`src/rtl/bitwise_logic_unit.sv`:
```
// bitwise_logic_unit: registered per-beat bitwise op (XOR/AND/OR/XNOR) on two
// WIDTH-bit operands, with a frame-accumulate mode that XOR-folds op results
// into a running checksum. Valid/ready streaming on input and output.
// Optional feature macro: BLU_PARITY_EN adds out_parity = ^out_data.
module bitwise_logic_unit #(
  parameter int unsigned WIDTH = 8
) (
  input  logic             clk,
  input  logic             rst_n,
  input  logic             in_valid,
  output logic             in_ready,
  input  logic [WIDTH-1:0] in_a,
  input  logic [WIDTH-1:0] in_b,
  input  logic [1:0]       op,
  input  logic             accum,
  input  logic             in_last,
  output logic             out_valid,
  input  logic             out_ready,
  output logic [WIDTH-1:0] out_data,
  output logic             out_frame
`ifdef BLU_PARITY_EN
  ,
  output logic             out_parity
`endif
);

  typedef enum logic {
    S_IDLE = 1'b0,
    S_ACC  = 1'b1
  } state_t;

  state_t           state;
  logic [WIDTH-1:0] acc;
  logic [WIDTH-1:0] res_c;
  logic [WIDTH-1:0] fold_c;
  logic             accept_c;

  // Output slot is free when empty or being drained this cycle: no bubble
  assign in_ready = !out_valid || out_ready;
  assign accept_c = in_valid && in_ready;

  // Per-beat bitwise result at full width
  always_comb begin
    res_c = '0;
    unique case (op)
      2'b00: res_c = in_a ^ in_b;
      2'b01: res_c = in_a & in_b;
      2'b10: res_c = in_a | in_b;
      2'b11: res_c = ~(in_a ^ in_b);
    endcase
  end

  assign fold_c = acc ^ res_c;

  // Frame tracking, accumulator and registered output slot
  always_ff @(posedge clk or negedge rst_n) begin
    if (!rst_n) begin
      state     <= S_IDLE;
      acc       <= '0;
      out_valid <= 1'b0;
      out_data  <= '0;
      out_frame <= 1'b0;
`ifdef BLU_PARITY_EN
      out_parity <= 1'b0;
`endif
    end else begin
      // Consumer took the held result; a new result below overrides this
      if (out_valid && out_ready) begin
        out_valid <= 1'b0;
      end
      if (accept_c) begin
        if (!accum) begin
          // Pass-through beat: acc and frame state untouched
          out_data  <= res_c;
          out_frame <= 1'b0;
          out_valid <= 1'b1;
`ifdef BLU_PARITY_EN
          out_parity <= ^res_c;
`endif
        end else if (!in_last) begin
          acc <= fold_c;
        end else begin
          // Closing beat: emit checksum and restart the frame from zero
          out_data  <= fold_c;
          out_frame <= 1'b1;
          out_valid <= 1'b1;
          acc       <= '0;
`ifdef BLU_PARITY_EN
          out_parity <= ^fold_c;
`endif
        end
        unique case (state)
          S_IDLE: if (accum && !in_last) state <= S_ACC;
          S_ACC:  if (accum && in_last)  state <= S_IDLE;
        endcase
      end
    end
  end

endmodule
```
`config.mk`:
```
export PLATFORM = sky130hd
export DESIGN_NAME = bitwise_logic_unit
export DESIGN_NICKNAME = d
export VERILOG_FILES = /design/src/rtl/bitwise_logic_unit.sv
export SDC_FILE = /design/constraint.sdc
export NUM_CORES = 1
export LEC_CHECK = 0
export BUFFER_PORTS_ARGS = -buffer_cell sky130_fd_sc_hd__buf_2
export CORE_MARGIN = 2
export CORE_UTILIZATION = 45
export DETAILED_ROUTE_END_ITERATION = 8
export GPL_TIMING_DRIVEN = 0
export HOLD_SLACK_MARGIN = 0.06
export PLACE_DENSITY = 0.69
export SLEW_MARGIN = 40
export SYNTH_ARGS = -nofsm -noshare
export SYNTH_HDL_FRONTEND = slang
export SYNTH_SLANG_ARGS = --single-unit
```
`constraint.sdc`:
```
create_clock -name clk -period 2.6 [get_ports clk]
set_clock_uncertainty 0.15 [all_clocks]
set_input_delay 0.52 -clock clk [delete_from_list [all_inputs] [get_ports clk]]
set_output_delay 0.52 -clock clk [all_outputs]
set_load 0.01 [all_outputs]
```
==> impl_metrics.json <==
{
  "switching_share_pct": 35.1,
  "drc_errors": 0,
  "die_area_um2": 3820,
  "wirelength_mm": 3.06,
  "synthesis.area_um2": 1500,
  "max_slew_margin_pct": 48.4,
  "arrival_ns": 2.00,
  "hold_viol_final": 0,
  "num-nets-final": 225,
  "cts_sinks": 18,
  "seq_area_frac_synth_pct": 30.0,
  "core_um2": 3130,
  "vias": 1226,
  "cts_tree": "built",
  "drtPass1Iterations": 5,
  "final.min_clock_period_ns": 1.97,
  "grt_use_total_pct": 17.9,
  "io_buffers": 30,
  "combPwrFrac_pct": 39.4,
  "wl_per_cell_um": 13.4,
  "place_inst": 223,
  "clock_path_buffers": 2,
  "setup_viol_count_final": 0,
  "startpoint_type": "flop",
  "wl_met2_mm": 1.63,
  "mostFrequentLayoutCell": "buf_2",
  "layout.cells.non_filler": 228,
  "viasPerCell": 5.38,
  "cts_root_buf": "clkbuf_4",
  "outcome": "finished clean",
  "yosysWarnings": 0,
  "gp_congestion": 0.794,
  "worstMarginPinSlew_ns": 0.770,
  "rows": 20,
  "synth_area_per_cell_um2": 10.1,
  "synth_nets": 189,
  "slew_violations": 0,
  "path_max_fanout": 10,
  "layout-drive-gt1-share_pct": 28.8,
  "yosysUniqueCellTypes": 26,
  "initial_utilization_pct": 48.1,
  "grt_pass1_vias": 1182,
  "cts_buffers": 3,
  "crit_required_ns": 2.64,
  "clkPwrFrac_pct": 16.8,
  "met3WireLength_um": 124,
  "internal-power_mw": 0.691,
  "p_seq_share_pct": 43.8,
  "ios": 35,
  "post_cts_buffers": 0,
  "grt_max_degree": 19,
  "max_freq_ghz": 0.508,
  "tns_ns": 0,
  "powerDensity_nw_per_um2": 607,
  "clk_latency_ns": 0.30,
  "die_w_um": 61.8,
  "p_leak_nw": 0.888,
  "h-tree-depth": 1,
  "ys_seq_elements": 18,
  "overflow": 0,
  "dr.max_layer_used": "met4",
  "drv_cap": 0,
  "cts_resized": 0,
  "final_util_pct": 56.1,
  "fin_ws_ns": 0.632,
  "dr.first_iter.drc_count": 54,
  "synthesis.instances": 149,
  "grt_setup_unrepaired": "no",
  "p_switching_mw": 0.375,
  "wl_met1_mm": 1.29,
  "antenna_found_initial": 0,
  "critPathCaptureType": "flop",
  "final_cell_mix": "31 x buf_2, 18 x inv_1, 18 x dfrtp_1",
  "cts.reportedPaths.clkPinSlew_ns": 0.10,
  "period_share_pct": 75.7,
  "hp-class": "input pin to flop",
  "syn2layout_area_growth_pct": 16.7,
  "final_antenna_net_count": 0,
  "antenna_cells": 0,
  "post-dp-hpwl_mm": 2.36,
  "irDropWorstVdd_v": 0.000380,
  "post-place-ws_ns": 0.358,
  "grt_pass1_wl_mm": 5.14,
  "crit_type": "flop to flop",
  "die_y_um": 61.8
}
## registers in the layout, indices dropped and copies added, names as in the netlist
register / count
acc: 8
out_data: 8
out_frame: 1
out_valid: 1
## worst paths after layout
path / slack, ns / start / endpoint / cells after the start
worst min-delay path: 0.34 / in_valid / out_valid / 3
worst max register to register: 0.63 / out_valid / acc[4] / 5
worst max-delay path: 0.63 / out_valid / acc[4] / 5
max in group asynchronous: 1.49 / rst_n / out_data[1] / 2
min in group asynchronous: 0.51 / rst_n / out_data[0] / 2
worst min register to register: 0.35 / out_frame / out_frame / 1
## power by group through the flow
stage                     clock [mW]  combinational, mW  sequential, mW
after floorplan                    0              0.285           0.476
after global placement             0              0.406           0.462
after detailed placement           0              0.422           0.471
after CTS                      0.181              0.425           0.466
after global routing           0.192              0.472           0.484
final                          0.179              0.420           0.467
## layout make-up
class / count / area (um2)
Fill cell: 295 / 1370
Multi-Input combinational cell: 104 / 932
Sequential cell: 18 / 450
Timing Repair Buffer: 31 / 160
Inverter: 18 / 67.6
Tap cell: 44 / 55.1
Buffer: 9 / 53.8
Clock buffer: 4 / 36.3
## stage by stage
step                power, mW  hold WS, ns  instance area [um2]
floorplan               0.762       0.0744                 1500
global placement        0.867        0.321                 1710
detailed placement      0.893        0.331                 1710
CTS                      1.07        0.340                 1760
global route             1.15        0.354                 1760
finish                   1.07        0.345                 1760
## cells in the mapped netlist
cell,n,area [um2]
ha_1,16,200
mux2i_4,1,22.5
a32oi_1,1,8.76
nand2_1,8,30.0
nand2b_1,1,6.26
a221o_2,1,11.3
clkbuf_1,6,22.5
mux2_4,1,15.0
buf_8,1,15.0
mux2i_2,6,82.6
inv_1,18,67.6
nor2b_1,7,43.8
mux2_2,7,78.8
o21a_1,1,7.51
o211ai_1,1,7.51
nor2_1,9,33.8
o21ai_0,2,10.0
buf_2,1,5.00
nand3_1,2,10.0
a221o_1,14,140
nor4_1,8,50.1
mux2i_1,16,160
dfrtp_1,18,450
and3_1,1,6.26
a21boi_0,1,7.51
buf_6,1,11.3
## logic make-up (layout without fill, tap and decap cells)
group                    Yosys count  after routing  share of synthesized area, %
adder cells (fa/ha/maj)           16             16                          13.3
buffers and inverters             27             62                          8.07
AO/OA/AOI/OAI                     21             21                          12.8
flip-flops                        18             18                          29.9
multiplexers                      31             31                          23.9
AND/OR/NAND/NOR                   36             36                          12.0
## metal layers
layer  vias up  track usage, %
li1        611               -
met1       584            21.6
met2        27            33.2
met3         4            3.73
met4         0            3.04
met5         -               0
## timing repair
| action | 4_1_cts | 5_1_grt |
|---|---|---|
| setup endpoints to repair | 0 | 0 |
| hold buffers | 1 | 0 |
| endpoints found under the hold margin | 18 | 0 |
## worst max-delay path, stage by stage, from the launching register on
cell and delay [ns]:
dfrtp_1 0.39, nand2b_1 0.07, clkbuf_1 0.19, nand3_1 0.28, clkbuf_1 0.33, a221o_2 0.45
No activity file was read; power rests on OpenSTA's default activity.
